===== src/rtl/muxn_rr_arbiter.sv =====
// Round-robin arbiter that shares one muxn datapath among 2^NB_SEL requesters.
// The owner keeps the grant while it requests. After MAX_HOLD cycles it gives
// way through a one-cycle gap if another requester is waiting.
module muxn_rr_arbiter #(
    parameter int NB_SEL   = 2,
    parameter int MAX_HOLD = 8,
    parameter int CNT_W    = 4,
    localparam int N       = 1 << NB_SEL
) (
    input  logic              clk,
    input  logic              rst_n,
    input  logic [N-1:0]      req,
    output logic [N-1:0]      gnt,
    output logic              gnt_valid,
    output logic [NB_SEL-1:0] sel,
    output logic [CNT_W-1:0]  hold_cnt
);

    typedef enum logic [1:0] {
        IDLE,
        OWNED,
        HANDOVER
    } state_t;

    localparam logic [CNT_W-1:0] HOLD_LAST = (MAX_HOLD == 0) ? '0 : CNT_W'(MAX_HOLD - 1);

    state_t              state_q, state_d;
    logic [N-1:0]        gnt_q, gnt_d;
    logic [NB_SEL-1:0]   sel_q, sel_d;
    logic [NB_SEL-1:0]   last_q, last_d;
    logic [CNT_W-1:0]    hold_q, hold_d;

    logic [N-1:0]        others;
    logic [NB_SEL:0]     pick_all, pick_oth;
    logic                do_grant;
    logic [NB_SEL-1:0]   win;

    // First requester after 'base' in circular order; MSB flags a hit.
    function automatic logic [NB_SEL:0] rr_pick(input logic [N-1:0] r,
                                                input logic [NB_SEL-1:0] base);
        logic [NB_SEL:0]   res;
        logic [NB_SEL-1:0] idx;
        res = '0;
        for (int unsigned k = 1; k <= N; k++) begin
            idx = NB_SEL'(32'(base) + k);
            if (!res[NB_SEL] && r[idx]) begin
                res = {1'b1, idx};
            end
        end
        return res;
    endfunction

    assign others   = req & ~(N'(1) << sel_q);
    assign pick_all = rr_pick(req, last_q);
    assign pick_oth = rr_pick(others, last_q);

    // Next-state, grant selection and hold counter update
    always_comb begin
        state_d  = state_q;
        gnt_d    = gnt_q;
        sel_d    = sel_q;
        last_d   = last_q;
        hold_d   = hold_q;
        do_grant = 1'b0;
        win      = sel_q;

        unique case (state_q)
            IDLE: begin
                if (pick_all[NB_SEL]) begin
                    do_grant = 1'b1;
                    win      = pick_all[NB_SEL-1:0];
                end
            end
            OWNED: begin
                if (!req[sel_q]) begin
                    if (pick_oth[NB_SEL]) begin
                        do_grant = 1'b1;
                        win      = pick_oth[NB_SEL-1:0];
                    end else begin
                        gnt_d   = '0;
                        hold_d  = '0;
                        state_d = IDLE;
                    end
                end else if (MAX_HOLD != 0 && hold_q == HOLD_LAST && |others) begin
                    gnt_d   = '0;
                    hold_d  = '0;
                    state_d = HANDOVER;
                end else if (hold_q != '1) begin
                    hold_d = hold_q + 1'b1;
                end
            end
            HANDOVER: begin
                if (pick_oth[NB_SEL]) begin
                    do_grant = 1'b1;
                    win      = pick_oth[NB_SEL-1:0];
                end else if (req[sel_q]) begin
                    do_grant = 1'b1;
                    win      = sel_q;
                end else begin
                    state_d = IDLE;
                end
            end
            default: begin
                gnt_d   = '0;
                state_d = IDLE;
            end
        endcase

        if (do_grant) begin
            gnt_d   = N'(1) << win;
            sel_d   = win;
            last_d  = win;
            hold_d  = '0;
            state_d = OWNED;
        end
    end

    // State registers; last resets to N-1 so requester 0 wins first
    always_ff @(posedge clk or negedge rst_n) begin
        if (!rst_n) begin
            state_q <= IDLE;
            gnt_q   <= '0;
            sel_q   <= '0;
            last_q  <= '1;
            hold_q  <= '0;
        end else begin
            state_q <= state_d;
            gnt_q   <= gnt_d;
            sel_q   <= sel_d;
            last_q  <= last_d;
            hold_q  <= hold_d;
        end
    end

    assign gnt       = gnt_q;
    assign gnt_valid = |gnt_q;
    assign sel       = sel_q;
    assign hold_cnt  = hold_q;

endmodule

===== config.mk =====
export PLATFORM = sky130hd
export DESIGN_NAME = muxn_rr_arbiter
export DESIGN_NICKNAME = d
export VERILOG_FILES = /design/src/rtl/muxn_rr_arbiter.sv
export SDC_FILE = /design/constraint.sdc
export NUM_CORES = 1
export LEC_CHECK = 0
export BUFFER_PORTS_ARGS = -buffer_cell sky130_fd_sc_hd__buf_2
export CORE_AREA = 2 2 59 61
export CTS_CLUSTER_DIAMETER = 150
export DETAILED_ROUTE_END_ITERATION = 10
export DIE_AREA = 0 0 61 63
export PLACE_DENSITY_LB_ADDON = 0.12
export SLEW_MARGIN = 10
export SYNTH_ARGS = -nofsm -noshare
export SYNTH_HDL_FRONTEND = slang
export SYNTH_SLANG_ARGS = --single-unit

===== constraint.sdc =====
create_clock -name clk -period 2.5 [get_ports clk]
set_clock_uncertainty 0.1 [all_clocks]
set_input_delay 0.5 -clock clk [delete_from_list [all_inputs] [get_ports clk]]
set_output_delay 0.5 -clock clk [all_outputs]
set_load 0.005 [all_outputs]

==> results of run 1 <==
-- registers in the layout (all words and copies together), names as in the netlist --
signal,flops
gnt,4
hold_cnt,4
last_q,2
sel,2
state_q,2
-- what timing repair did --
item | CTS | global route
setup buffers | 0 | 3
hold buffers | 0 | 0
hold endpoints to repair | 0 | 0
gates resized for setup | 0 | 4
setup endpoints to repair | 0 | 8
-- worst paths after layout --
| check | from | slack, ps | end | depth (start not counted) |
|---|---|---|---|---|
| min in group clk | gnt[2]$_DFFE_PN0P_ | 440 | gnt[2]$_DFFE_PN0P_ | 1 |
| worst max register to register | last_q[0]$_DFFE_PN1P_ | 180 | hold_cnt[0]$_DFFE_PN0P_ | 8 |
| worst min register to register | gnt[2]$_DFFE_PN0P_ | 440 | gnt[2]$_DFFE_PN0P_ | 1 |
| worst min-delay path | rst_n | 1 | hold_cnt[1]$_DFFE_PN0P_ | 1 |
| worst max-delay path | last_q[0]$_DFFE_PN1P_ | 180 | hold_cnt[0]$_DFFE_PN0P_ | 8 |
| max in group asynchronous | rst_n | 1990 | last_q[0]$_DFFE_PN1P_ | 1 |
-- cell type report --
type,count,area (um2),share of cell area
Clock buffer,4,36.3,0.0252
Inverter,5,18.8,0.0131
Multi-Input combinational cell,117,825,0.574
Sequential cell,14,355,0.247
Tap cell,46,57.6,0.0400
Timing Repair Buffer,25,145,0.101
-- layout by cell type, fill, tap and decap left out, types with 3 or more instances in the layout --
master,Yosys,routed
dfrtp_1,12,10
mux2i_1,4,4
a32oi_1,4,4
o211a_1,3,3
a21oi_1,5,5
nand2_1,16,16
clkbuf_4,0,3
nor2_1,10,10
nor2b_1,4,4
o211ai_1,3,3
buf_2,5,16
nand3_1,3,3
o21ai_0,16,16
inv_1,5,5
buf_4,2,8
-- worst register-to-register path: stages, from the launching register on --
cell and delay (ps):
dfstp_2 610, buf_4 170, xnor2_1 70, a32oi_1 220, o211ai_1 200, o31a_1 390, or2_1 270, nor3_2 160
a21o_1 100
-- cells by family after synthesis --
| group | count (synthesis) | share of synthesized area |
|---|---|---|
| xor gates and xnor gates | 2 | 0.0140 |
| buffers and inverters | 16 | 0.0730 |
| muxes | 6 | 0.0530 |
| and+or+nand+nor | 51 | 0.215 |
| AOI/OAI and AO/OA | 57 | 0.353 |
| adders and majority gates | 1 | 0.0100 |
| DFF | 14 | 0.282 |
-- per-stage QoR --
stage | setup WS, ps | total power [mW]
2_1_floorplan | 319 | 1.37
3_3_place_gp | 22.1 | 1.66
3_5_place_dp | 62.9 | 1.66
4_1_cts | 24.9 | 1.83
5_1_grt | 17.8 | 2.07
6_report | 177 | 1.90
-- per-layer routing --
layer / part of all wire / vias up / routed length, um
li1: - / 593 / -
met1: 0.47 / 571 / 1460
met2: 0.46 / 46 / 1430
met3: 0.045 / 9 / 141
met4: 0.025 / 0 / 76
met5: 0 / - / 0
-- report_power, final --
part	internal [mW]	switching (mW)	leakage, nW	total, mW
Clock	0.0885	0.0731	0.0210	0.162
Combinational	0.584	0.673	0.438	1.26
Sequential	0.329	0.157	0.174	0.486
Total	1.00	0.903	0.633	1.90
==> impl_metrics.yaml, run 1 <==
synthesis:
  ys.flop_type: "dfrtp_1"
  synthTopCellsByCount: "nand2_1 (16), o21ai_0 (16), dfrtp_1 (12), nor2_1 (10)"
  synth_edf_count: 0
  yosysSeqAreaShare: 0.282
  synth-async-reset-ratio: 1.00
  yosysTopAreaCell: "dfrtp_1"
  synth_area_um2: 1250
  yosysTopAreaCellShare: 0.240
  ys_top_cells_by_area: "dfrtp_1 (24%), o21ai_0 (6.4%), nand2_1 (4.8%)"
  yosysWarnings: 0
  synthCells: 147
  syn_nets: 154
  yosysUniqueCellTypes: 59
  syn_area_per_cell_um2: 8.51
  yosys_register_bits: 14
die:
  die_w_um: 61
  fp-row-count: 21
  ios: 17
  start_util: 0.387
  fp.dieH_um: 63
  die_area_um2: 3840
  core_um2: 3230
clocking:
  cts-root-buf: "clkbuf_4"
  clkTransAtPathRegs_ps: 90
  cts_tree: "built"
  h-tree-depth: 1
  cts-buffers-inserted: 3
  clk_latency_ps: 280
  clockBufferDepth: 2
  cts_sinks: 14
global_routing:
  grt_busiest_layer: "met2"
  antenna_found_initial: 0
  grt_util_met2: 0.254
  overflow: 0
  grt_pass1_wl_mm: 5.20
  grt_pass1_vias: 1138
  track_usage: 0.172
  grt_max_degree: 16
  gr-usage-met3: 0.0145
  use_met1: 0.249
sta:
  timing.final.crit_period_ps: 2320
  rsz0062_at_grt: "no"
  finalHoldViolations: 0
  drv_slew: 0
  hold_ws_ps: 1.41
  worstMarginPinSlew_ps: 876
  relSlewSlack: 0.410
  tns_ps: 0
  period_share: 0.929
  fmax_mhz: 430
  setup_violations: 0
setup_path:
  crit_buf_inv: 1
  cp_slowest_stage_delay_ps: 610
  crit_path_start_kind: "flop"
  required_ps: 2630
  crit_arrival_ps: 2450
  slowest_stage: "dfstp_2"
  path_cells: "buf_4 > xnor2_1 > a32oi_1 > o211ai_1 > o31a_1 > or2_1 > nor3_2 > a21o_1"
  crit_type: "reg2reg"
  critical_path.top_delay_family: "compound AO/OA/AOI/OAI gates"
  worstPathMaxFanout: 7
  endpoint_kind: "flop"
final_layout:
  syn_to_final_growth_pct: 14.9
  final_cells: 211
  antennaDiodeCount: 0
  drive_above_1_share: 0.267
  utilization: 0.445
  postLayoutCellArea_um2: 1440
  nNetsFinal: 173
  fillers: 323
drt:
  vias: 1219
  drt_iter0_markers: 104
  wl_mm: 3.10
  wl_per_cell_um: 14.7
  first_pass_iters: 4
  postRouteAntennaNets: 0
  drc: 0
  viasPerCell: 5.78
placement:
  placed_cells: 204
  place_congestion: 0.899
  port-buffer-count: 16
  post-dp-hpwl_mm: 2.32
  post_dp_cell_area_um2: 1360
worst_hold_path:
  hold_path_class: "in2async"
power_and_ir_drop:
  power_density_nw_per_um2: 1320
  p_leak_nw: 0.633
  ir_drop_mv: 0.533
job:
  cap_violations: 0
status:
  status: "complete, no violations"
(Power assumes the default switching activity.)
==> run 2: changes to the inputs <==
- MAX_ROUTING_LAYER: not set -> met4
==> impl_metrics.yaml, run 2 (same netlist as run 1, synthesis figures left out) <==
status:
  status: "complete, no violations"
setup_path:
  crit_path_start: "last_q[0]$_DFFE_PN1P_"
  r2r_cells: 8
  slowest_stage: "dfstp_2"
  crit_type: "reg2reg"
  crit_path_start_kind: "flop"
  reg2reg_slack_ps: 150
  worstPathMaxFanout: 7
  path_cells: "buf_4 > xnor2_1 > a32oi_1 > o211ai_1 > o31a_1 > or2_1 > nor3_2 > a21o_1"
  r2r-end: "hold_cnt[0]$_DFFE_PN0P_"
  required_ps: 2620
  endpoint_kind: "flop"
  crit_arrival_ps: 2470
  reg2reg_from: "last_q[0]$_DFFE_PN1P_"
  cp_slowest_stage_delay_ps: 610
clocking:
  h-tree-depth: 1
  clockBufferDepth: 2
  cts_sinks: 14
  clkTransAtPathRegs_ps: 90
  cts-buffers-inserted: 3
  clk_latency_ps: 280
  cts_hold_buf: 0
  cts-root-buf: "clkbuf_4"
  cts_tree: "built"
sta:
  finalHoldViolations: 0
  worstMarginPinSlew_ps: 860
  fmax_mhz: 425
  hold_ws_ps: 3.77
  tns_ps: 0
  setup_violations: 0
  rsz0062_at_grt: "no"
  drv_slew: 0
  timing.final.crit_period_ps: 2350
  relSlewSlack: 0.420
  period_share: 0.940
drt:
  viasPerCell: 5.80
  drt_iter0_markers: 102
  first_pass_iters: 4
  wl_per_cell_um: 14.9
  vias: 1224
  drc: 0
  postRouteAntennaNets: 0
  wl_mm: 3.14
global_routing:
  grt_pass1_wl_mm: 5.22
  overflow: 0
  antenna_found_initial: 0
  grt_max_degree: 16
  track_usage: 0.178
  grt_pass1_vias: 1139
final_layout:
  syn_to_final_growth_pct: 14.9
  nNetsFinal: 173
  fillers: 323
  antennaDiodeCount: 0
  drive_above_1_share: 0.267
  most-common-layout-cells: "o21ai_0 (16), nand2_1 (16), buf_2 (16)"
  utilization: 0.445
die:
  fp-row-count: 21
  core_um2: 3230
  fp.dieH_um: 63
  ios: 17
  start_util: 0.387
  die_w_um: 61
  die_area_um2: 3840
power_and_ir_drop:
  p_leak_nw: 0.633
  power_density_nw_per_um2: 1330
  ir_drop_mv: 0.533
placement:
  place_congestion: 0.914
  port-buffer-count: 16
  post-dp-hpwl_mm: 2.32
worst_hold_path:
  hold_path_class: "in2async"
job:
  cap_violations: 0
run 2: what timing repair did:
| item | CTS | global route |
|---|---|---|
| endpoints found under the setup margin | 0 | 8 |
| gates resized for setup | 0 | 4 |
| buffers inserted | 0 | 3 |
run 2: routing by layer:
metal,part of all wire,vias up,GRT usage
li1,-,594,-
met1,0.48,584,0.252
met2,0.46,38,0.254
met3,0.039,8,0.0145
met4,0.023,0,0.0788
met5,0,-,-
run 2: final cells by class:
class / instances / area [um2] / area share
clock buffers: 4 / 36.3 / 0.0252
flip-flops and latches: 14 / 355 / 0.247
repair buffers: 25 / 145 / 0.101
inverters: 5 / 18.8 / 0.0131
multi-input cells: 117 / 825 / 0.574
well taps: 46 / 57.6 / 0.0400
run 2: worst max-delay path by stage:
stage / to / slack, ps / cells after the start
floorplan: gnt[3]$_DFFE_PN0P_ / 320 / 8
global placement: gnt[1]$_DFFE_PN0P_ / 20 / 7
detailed placement: gnt[1]$_DFFE_PN0P_ / 60 / 8
CTS: gnt[1]$_DFFE_PN0P_ / 20 / 7
global route: gnt[2]$_DFFE_PN0P_ / 20 / 8
finish: hold_cnt[0]$_DFFE_PN0P_ / 150 / 8
run 2: stage by stage:
step | cells | setup slack, ps | instance area [um2] | power [mW]
floorplan | 147 | 319 | 1250 | 1.37
global placement | 204 | 22.1 | 1360 | 1.66
detailed placement | 204 | 62.9 | 1360 | 1.66
CTS | 208 | 24.9 | 1400 | 1.83
global route | 211 | 17.8 | 1440 | 2.08
finish | 211 | 149 | 1440 | 1.91
run 2: worst max-delay path, delay by kind of cell, from the launching register on:
kind	cells	cell delay, ps
AO/OA/AOI/OAI	4	930
flip-flops	1	610
AND/OR/NAND/NOR	2	430
buffers and inverters	1	160
XOR/XNOR	1	70
run 2: power breakdown:
group / internal [mW] / switching (mW) / total, mW
registers: 0.329 / 0.156 / 0.485
logic: 0.584 / 0.678 / 1.26
clock network: 0.0885 / 0.0725 / 0.161
